--- src/rtl/lb_stream_ctrl_if.sv ---
// Handshake and position bundle between the linebuffer frame sequencer and its
// pixel source, result sink and linebuffer.
interface lb_stream_ctrl_if #(
  parameter int unsigned CW = 4
);
  logic          start;
  logic          busy;
  logic          in_valid;
  logic          in_ready;
  logic          lb_wen;
  logic          out_valid;
  logic          out_ready;
  logic          out_last;
  logic [CW-1:0] col;
  logic [CW-1:0] row;
  logic          frame_done;

  modport slave (
    input  start, in_valid, out_ready,
    output busy, in_ready, lb_wen, out_valid, out_last, col, row, frame_done
  );

  modport master (
    output start, in_valid, out_ready,
    input  busy, in_ready, lb_wen, out_valid, out_last, col, row, frame_done
  );
endinterface

--- src/rtl/lb_stream_ctrl.sv ---
// Frame sequencer for a KH-row vertical-stencil linebuffer: counts pixels and rows,
// gates linebuffer writes with the input handshake and masks results while priming.
module lb_stream_ctrl #(
  parameter int unsigned IMG_W = 10,
  parameter int unsigned IMG_H = 10,
  parameter int unsigned KH    = 3,
  parameter int unsigned CW    = 4
) (
  input logic              clk,
  input logic              rst_n,
  lb_stream_ctrl_if.slave  bus
);

  typedef enum logic [1:0] {IDLE, FILL, STREAM, DONE} state_t;

  localparam logic [CW-1:0] COL_LAST      = CW'(IMG_W - 1);
  localparam logic [CW-1:0] ROW_LAST      = CW'(IMG_H - 1);
  localparam logic [CW-1:0] ROW_FILL_LAST = (KH > 1) ? CW'(KH - 2) : '0;
  // A single-row stencil needs no priming, so a frame starts straight in STREAM.
  localparam state_t        START_STATE   = (KH > 1) ? FILL : STREAM;

  state_t        r_state;
  state_t        w_state_nxt;
  logic [CW-1:0] r_col;
  logic [CW-1:0] r_row;
  logic [CW-1:0] w_col_nxt;
  logic [CW-1:0] w_row_nxt;
  logic          w_in_ready;
  logic          w_accept;
  logic          w_row_end;
  logic          w_frame_end;

  always_ff @(posedge clk) begin
    if (!rst_n) begin
      r_state <= IDLE;
      r_col   <= '0;
      r_row   <= '0;
    end else begin
      r_state <= w_state_nxt;
      r_col   <= w_col_nxt;
      r_row   <= w_row_nxt;
    end
  end

  always_comb begin
    w_in_ready  = (r_state == FILL) | ((r_state == STREAM) & bus.out_ready);
    w_accept    = bus.in_valid & w_in_ready;
    w_row_end   = (r_col == COL_LAST);
    w_frame_end = w_row_end & (r_row == ROW_LAST);
    w_state_nxt = r_state;
    w_col_nxt   = r_col;
    w_row_nxt   = r_row;

    if (w_accept) begin
      if (w_row_end) begin
        w_col_nxt = '0;
        w_row_nxt = r_row + 1'b1;
      end else begin
        w_col_nxt = r_col + 1'b1;
      end
    end

    case (r_state)
      IDLE: begin
        if (bus.start) begin
          w_state_nxt = START_STATE;
          w_col_nxt   = '0;
          w_row_nxt   = '0;
        end
      end
      FILL: begin
        if (w_accept && w_row_end && (r_row == ROW_FILL_LAST)) begin
          w_state_nxt = STREAM;
        end
      end
      STREAM: begin
        if (w_accept && w_frame_end) begin
          w_state_nxt = DONE;
          w_row_nxt   = '0;
        end
      end
      DONE: begin
        w_state_nxt = IDLE;
        w_col_nxt   = '0;
        w_row_nxt   = '0;
      end
      default: begin
        w_state_nxt = IDLE;
      end
    endcase
  end

  assign bus.in_ready   = w_in_ready;
  assign bus.lb_wen     = w_accept;
  assign bus.out_valid  = (r_state == STREAM) & bus.in_valid;
  assign bus.out_last   = (r_state == STREAM) & bus.in_valid & w_frame_end;
  assign bus.busy       = (r_state != IDLE);
  assign bus.frame_done = (r_state == DONE);
  assign bus.col        = r_col;
  assign bus.row        = r_row;

endmodule

--- src/flat_wrapper.sv ---
// flat-port wrapper written by rule: the top's interface ports become plain ports
module lb_stream_ctrl_flat 
#(
  parameter int unsigned IMG_W = 10,
  parameter int unsigned IMG_H = 10,
  parameter int unsigned KH    = 3,
  parameter int unsigned CW    = 4
)
  (clk, rst_n, bus_start, bus_in_valid, bus_out_ready, bus_busy, bus_in_ready, bus_lb_wen, bus_out_valid, bus_out_last, bus_col, bus_row, bus_frame_done);
  lb_stream_ctrl_if #(.CW(CW)) bus_i ();
  input logic clk;
  input logic rst_n;
  input wire logic [$bits(bus_i.start)-1:0] bus_start;
  input wire logic [$bits(bus_i.in_valid)-1:0] bus_in_valid;
  input wire logic [$bits(bus_i.out_ready)-1:0] bus_out_ready;
  output wire logic [$bits(bus_i.busy)-1:0] bus_busy;
  output wire logic [$bits(bus_i.in_ready)-1:0] bus_in_ready;
  output wire logic [$bits(bus_i.lb_wen)-1:0] bus_lb_wen;
  output wire logic [$bits(bus_i.out_valid)-1:0] bus_out_valid;
  output wire logic [$bits(bus_i.out_last)-1:0] bus_out_last;
  output wire logic [$bits(bus_i.col)-1:0] bus_col;
  output wire logic [$bits(bus_i.row)-1:0] bus_row;
  output wire logic [$bits(bus_i.frame_done)-1:0] bus_frame_done;
  assign bus_i.start = bus_start;
  assign bus_i.in_valid = bus_in_valid;
  assign bus_i.out_ready = bus_out_ready;
  assign bus_busy = bus_i.busy;
  assign bus_in_ready = bus_i.in_ready;
  assign bus_lb_wen = bus_i.lb_wen;
  assign bus_out_valid = bus_i.out_valid;
  assign bus_out_last = bus_i.out_last;
  assign bus_col = bus_i.col;
  assign bus_row = bus_i.row;
  assign bus_frame_done = bus_i.frame_done;
  lb_stream_ctrl #(.IMG_W(IMG_W), .IMG_H(IMG_H), .KH(KH), .CW(CW)) u_core (.clk(clk), .rst_n(rst_n), .bus(bus_i));
endmodule
--- config.mk ---
export PLATFORM = sky130hd
export DESIGN_NAME = lb_stream_ctrl_flat
export DESIGN_NICKNAME = d
export VERILOG_FILES = /design/src/rtl/lb_stream_ctrl_if.sv /design/src/rtl/lb_stream_ctrl.sv /design/src/flat_wrapper.sv
export SDC_FILE = /design/constraint.sdc
export NUM_CORES = 1
export LEC_CHECK = 0
export BUFFER_PORTS_ARGS = -buffer_cell sky130_fd_sc_hd__buf_2
export CAP_MARGIN = 15
export CELL_PAD_IN_SITES_DETAIL_PLACEMENT = 1
export CELL_PAD_IN_SITES_GLOBAL_PLACEMENT = 2
export CORE_AREA = 5 5 52 63
export CTS_BUF_LIST = sky130_fd_sc_hd__clkbuf_16
export DETAILED_ROUTE_END_ITERATION = 10
export DIE_AREA = 0 0 57 68
export PLACE_DENSITY = 0.66
export SYNTH_ARGS = -nofsm -noshare
export SYNTH_HDL_FRONTEND = slang
export SYNTH_SLANG_ARGS = --single-unit
export TNS_END_PERCENT = 30
--- constraint.sdc ---
create_clock -name clk -period 1.5 [get_ports clk]
set_input_delay 0.3 -clock clk [delete_from_list [all_inputs] [get_ports clk]]
set_output_delay 0.3 -clock clk [all_outputs]
set_load 0.05 [all_outputs]
# [Yosys cells after proc, flatten, opt, wreduce, memory -nomap -nowiden]
# Index checks and enable logic that the tools add are counted.
[totals] regBits=10
[classes] addsub=2 eq_ne=9 muxes=13 n_bitwise=6 n_reduce_logical=6
[op_table] op="$mux W4" count=7
[op_table] op="$pmux W4 S3" count=1
[op_table] op="$add A4 B1 Y4 const B" count=2
[op_table] op="$eq A4 B4 Y1 const B" count=2
[op_table] op="$pmux W2 S4" count=1
[op_table] op="$pmux W4 S2" count=1
[op_table] op="$mux W2" count=3
[op_table] op="$and A1 B1 Y1" count=5
[op_table] op="$eq A2 B2 Y1 const B" count=2
[op_table] op="$eq A4 B1 Y1 const B" count=1
[op_table] op="$ne A2 B2 Y1 const B" count=2
[op_table] op="$logic_and A1 B1 Y1" count=3
[op_table] op="$reduce_and A3 Y1" count=1
[op_table] op="$eq A2 B1 Y1 const B" count=1
[op_table] op="$logic_not A2 Y1" count=1
[op_table] op="$ne A2 B1 Y1 const B" count=1
[op_table] op="$reduce_bool A2 Y1" count=1
[op_table] op="$or A1 B1 Y1" count=1

# [Logic depth before layout (Yosys ltp)]
[logic_depth] ltp_word=8 ltp_mapped=8 mapped_depth_nobuf=7

# [Least setup slack after synthesis]
# Ideal clock, no wire load.
[synth_path] path_type="reg2out" startpoint="reg u_core.r_col[3], in the netlist u_core.bus.col[3]" endpoint="out bus_out_last" t_arrival_ns=2.213 path_slack_ns=-1.013 stages_incl_launch_ff=3 cell_sequence="dfxtp_1 or3b_4 nor3_1"
[synth_between] elab_chain_len=3
[synth_lines] item="from (decl)" line="lb_stream_ctrl.sv:24" text="logic [CW-1:0] r_col;"
[synth_lines] item="from (signal assigned)" line="lb_stream_ctrl.sv:40" text="r_col <= w_col_nxt;"
[synth_lines] item="$eq A4 B4 Y1" line="lb_stream_ctrl.sv:48" text="w_row_end = (r_col == COL_LAST);"
[synth_lines] item="$and A1 B1 Y1" line="lb_stream_ctrl.sv:49" text="w_frame_end = w_row_end & (r_row == ROW_LAST);"
[synth_lines] item="$and A1 B1 Y1" line="lb_stream_ctrl.sv:96" text="assign bus.out_last = (r_state == STREAM) & bus.in_valid & w_frame_end;"
[synth_lines] item="to (decl)" line="flat_wrapper.sv:20" text="output wire logic [$bits(bus_i.out_last)-1:0] bus_out_last;"
# No other way between the ends.

# [Final worst setup path]
[layout_path] startpoint="reg u_core.r_state[0]" endpoint="out bus_lb_wen"
[layout_between] elab_chain_len=4
[layout_lines] item="from (decl)" line="lb_stream_ctrl.sv:22" text="state_t r_state;"
[layout_lines] item="from (signal assigned)" line="lb_stream_ctrl.sv:39" text="r_state <= w_state_nxt;"
[layout_lines] item="$eq A2 B2 Y1" line="lb_stream_ctrl.sv:46" text="w_in_ready = (r_state == FILL) | ((r_state == STREAM) & bus.out_ready);"
[layout_lines] item="$and A1 B1 Y1" line="lb_stream_ctrl.sv:46"
[layout_lines] item="$or A1 B1 Y1 *" line="lb_stream_ctrl.sv:46"
[layout_lines] item="$and A1 B1 Y1 *" line="lb_stream_ctrl.sv:47" text="w_accept = bus.in_valid & w_in_ready;"
[layout_lines] item="to (decl)" line="flat_wrapper.sv:18" text="output wire logic [$bits(bus_i.lb_wen)-1:0] bus_lb_wen;"
# Every way passes the cells marked *; elsewhere a longest branch is shown, timed or not.

==> impl_metrics.env <==
export IMPL_run_status="complete, but fails checks"
export IMPL_violations_in_the_final_reports="setup timing"
export IMPL_setup_violations=13
export IMPL_max_clock_path_buffers=2
export IMPL_worst_ep_required_time_ns=1.20
export IMPL_syn_to_final_growth_pct=96.5
export IMPL_fraction_of_layout_instances_using_a_drive_strength_above_1=0.642
export IMPL_placementRows=21
export IMPL_combinational_power_share=0.573
export IMPL_layout_area_seq_um2=221
export IMPL_maxCapViolations=0
export IMPL_synth_nets=85
export IMPL_synth_edff_count=0
export IMPL_portBuffers=18
export IMPL_clock_latency_ns=0.24
export IMPL_io_pins=19
export IMPL_mostFrequentLayoutCell="buf_4"
export IMPL_relSlewSlack=0.836
export IMPL_clockPowerShare=0.247
export IMPL_drtIter0Drc=4
export IMPL_slew_viol_final=0
export IMPL_wl_per_cell_um=13.1
export IMPL_totalWireLength_um=2020
export IMPL_floorplan_die_height_um=68
export IMPL_num_fill_cells=332
export IMPL_cts_tree="yes"
export IMPL_ff2ff_setup_slack_ns=-0.09
export IMPL_timing_critical_path_from_type="register"
export IMPL_core_um2=2680
export IMPL_wl_met2_um=1140
export IMPL_post_dp_hpwl_um=1600
export IMPL_route_antenna_remaining_nets=0
export IMPL_htreeDepth=1
export IMPL_vdd_drop_max_mv=1.03
export IMPL_cts_reportedPaths_clkPinSlew_ns=0.04
export IMPL_postSynthAreaPerCell_um2=8.55
export IMPL_globalRoute_totalOverflow=0
export IMPL_die_area_um2=3880
export IMPL_hold_path_class="input port to register"
export IMPL_place_area_um2=958
export IMPL_clock_fmax_mhz=583
export IMPL_worst_hold_margin_ns=0.377
export IMPL_drc_errors=0
export IMPL_p_seq_frac=0.180
export IMPL_total_area_of_multi_input_combinational_cells_um2=510
export IMPL_first_global_vias=724
export IMPL_post_synth_inst_count=72
export IMPL_cts_root_buf="clkbuf_16"
export IMPL_leakage_nw=0.584
export IMPL_synth_area_top_cells="dfxtp_1 (33%), ha_1 (16%), nor2_1 (4.9%)"
export IMPL_finalCriticalPeriod_ns=1.71
export IMPL_finalInstanceArea_um2=1210
export IMPL_total_power_mw=1.93
export IMPL_layout_nets=134
export IMPL_post_route_util=0.451
export IMPL_grt_max_degree=7
export IMPL_highest_routing_layer_actually_used="met4"
export IMPL_via_count=679
export IMPL_routed_vias_inst=4.41
export IMPL_cts_hold_fix_bufs=0
export IMPL_antenna_cells_inserted=0
export IMPL_synthArstFlopShare=0
export IMPL_synth_largest_area_cell="dfxtp_1"
export IMPL_power_per_cell_area_nw_per_um2=1600
export IMPL_syn_cell_area_um2=616
export IMPL_power_report_internal_total_mw=1.21
export IMPL_synth_ff_type="dfxtp_1"
export IMPL_first_pass_iteration_count_of_the_detailed_router=4
export IMPL_initial_cell_density_of_the_core=0.230
export IMPL_wl_met3_um=101
export IMPL_grt_setup_unrepaired="yes"
export IMPL_finalWeightedCongestion=0.707
export IMPL_synth_seq_area_share=0.325
export IMPL_final_hold_violation_count=0
export IMPL_fin_worst_skew_ns=0.00251
export IMPL_layout_common_cells="buf_4 (25), buf_2 (13), nor2_1 (8)"
export IMPL_clock_sinks=10
export IMPL_switching_component_of_the_power_mw=0.725
export IMPL_power_share_switching=0.375
export IMPL_grt_antenna_before_repair=0
export IMPL_die_width_um=57
export IMPL_yosys_area_top_type_share=0.325
export IMPL_route_layer_met1_wl_um=739
export IMPL_worst_slew_pin_slew_ns=0.244
export IMPL_final_setup_worst_slack_ns=-0.215
export IMPL_synth_seq_cells=10
export IMPL_yosysUniqueCellTypes=22
export IMPL_type_of_element_capturing_the_critical_path="primary output"
export IMPL_first_pass_grt_wire_length_um=3360
export IMPL_worst_ep_arrival_time_ns=1.41
export IMPL_path_class="register to primary output"
export IMPL_critPathMaxFanout=4
export IMPL_cts_buffers_inserted=3
export IMPL_overall_routing_resource_usage=0.117
export IMPL_fin_crit_sh=1.14
export IMPL_yosysWarnings=0
cell families after synthesis:
logic type      synth area share
simple gates               0.270
compound gates             0.102
flops                      0.325
fa+ha+maj                  0.163
buf+inv                   0.0366
xor+xnor                  0.0712
mux                       0.0325
synthesized netlist by cell type, drive strengths merged (3+ instances only):
cell / number
nor2b: 3
nor3: 3
a21oi: 3
nor3b: 3
nor2: 8
o21ai: 5
xor2: 3
ha: 8
inv: 5
dfxtp: 10
nand2: 7
through the flow:
step                      instances  TNS [ns]  setup WS (ns)
after floorplan                  72     -1.05         -0.190
after global placement          144    -0.276        -0.0642
after detailed placement        144    -0.582         -0.108
after CTS                       151     -1.03         -0.228
after global routing            154     -2.22         -0.259
final                           154     -1.09         -0.215
final timing paths:
| check | start | to | cells after the start |
|---|---|---|---|
| setup reg to reg | u_core.bus.col[3] | u_core.r_state[0] | 5 |
| hold / removal | rst_n | u_core.r_state[1] | 3 |
| hold reg to reg | u_core.bus.row[3] | u_core.bus.row[3] | 2 |
| setup / recovery | u_core.r_state[0] | bus_lb_wen | 6 |
state kept, by name, summed over array words and instances (netlist names):
| signal | count |
|---|---|
| u_core.bus.col | 4 |
| u_core.bus.row | 4 |
| u_core.r_state | 2 |
power groups by stage:
stage          logic, mW  registers, mW  clock network (mW)
2_1_floorplan      0.539          0.362                   0
3_3_place_gp       0.876          0.339                   0
3_5_place_dp       0.888          0.341                   0
4_1_cts             1.07          0.349               0.493
5_1_grt             1.20          0.351               0.506
6_report            1.11          0.347               0.477
metal layers:
metal	global-route usage	vias up
met3	0.0302	4
met4	0.0609	0
li1	-	339
met2	0.229	16
met1	0.111	320
met5	0	-
critical path, stage by stage, from the launching register on:
cell and delay (ns):
dfxtp_4 0.38, inv_4 0.04, ha_4 0.15, a21o_4 0.21
and2_4 0.15, buf_6 0.11, buf_8 0.14
layout make-up:
type | instances | area share
flip-flops and latches | 10 | 0.183
well taps | 34 | 0.0352
clock inverters | 1 | 0.00310
inverters | 5 | 0.0176
multi-input cells | 56 | 0.422
repair buffers | 45 | 0.277
clock buffers | 3 | 0.0620
timing repair:
item / 4_1_cts / 5_1_grt
resized for setup: 21 / 11
buffers inserted: 3 / 3
pin swaps: 7 / 6
setup endpoints to repair: 12 / 14
endpoints found under the hold margin: 0 / 0
Power figures use the tool's default switching activity.
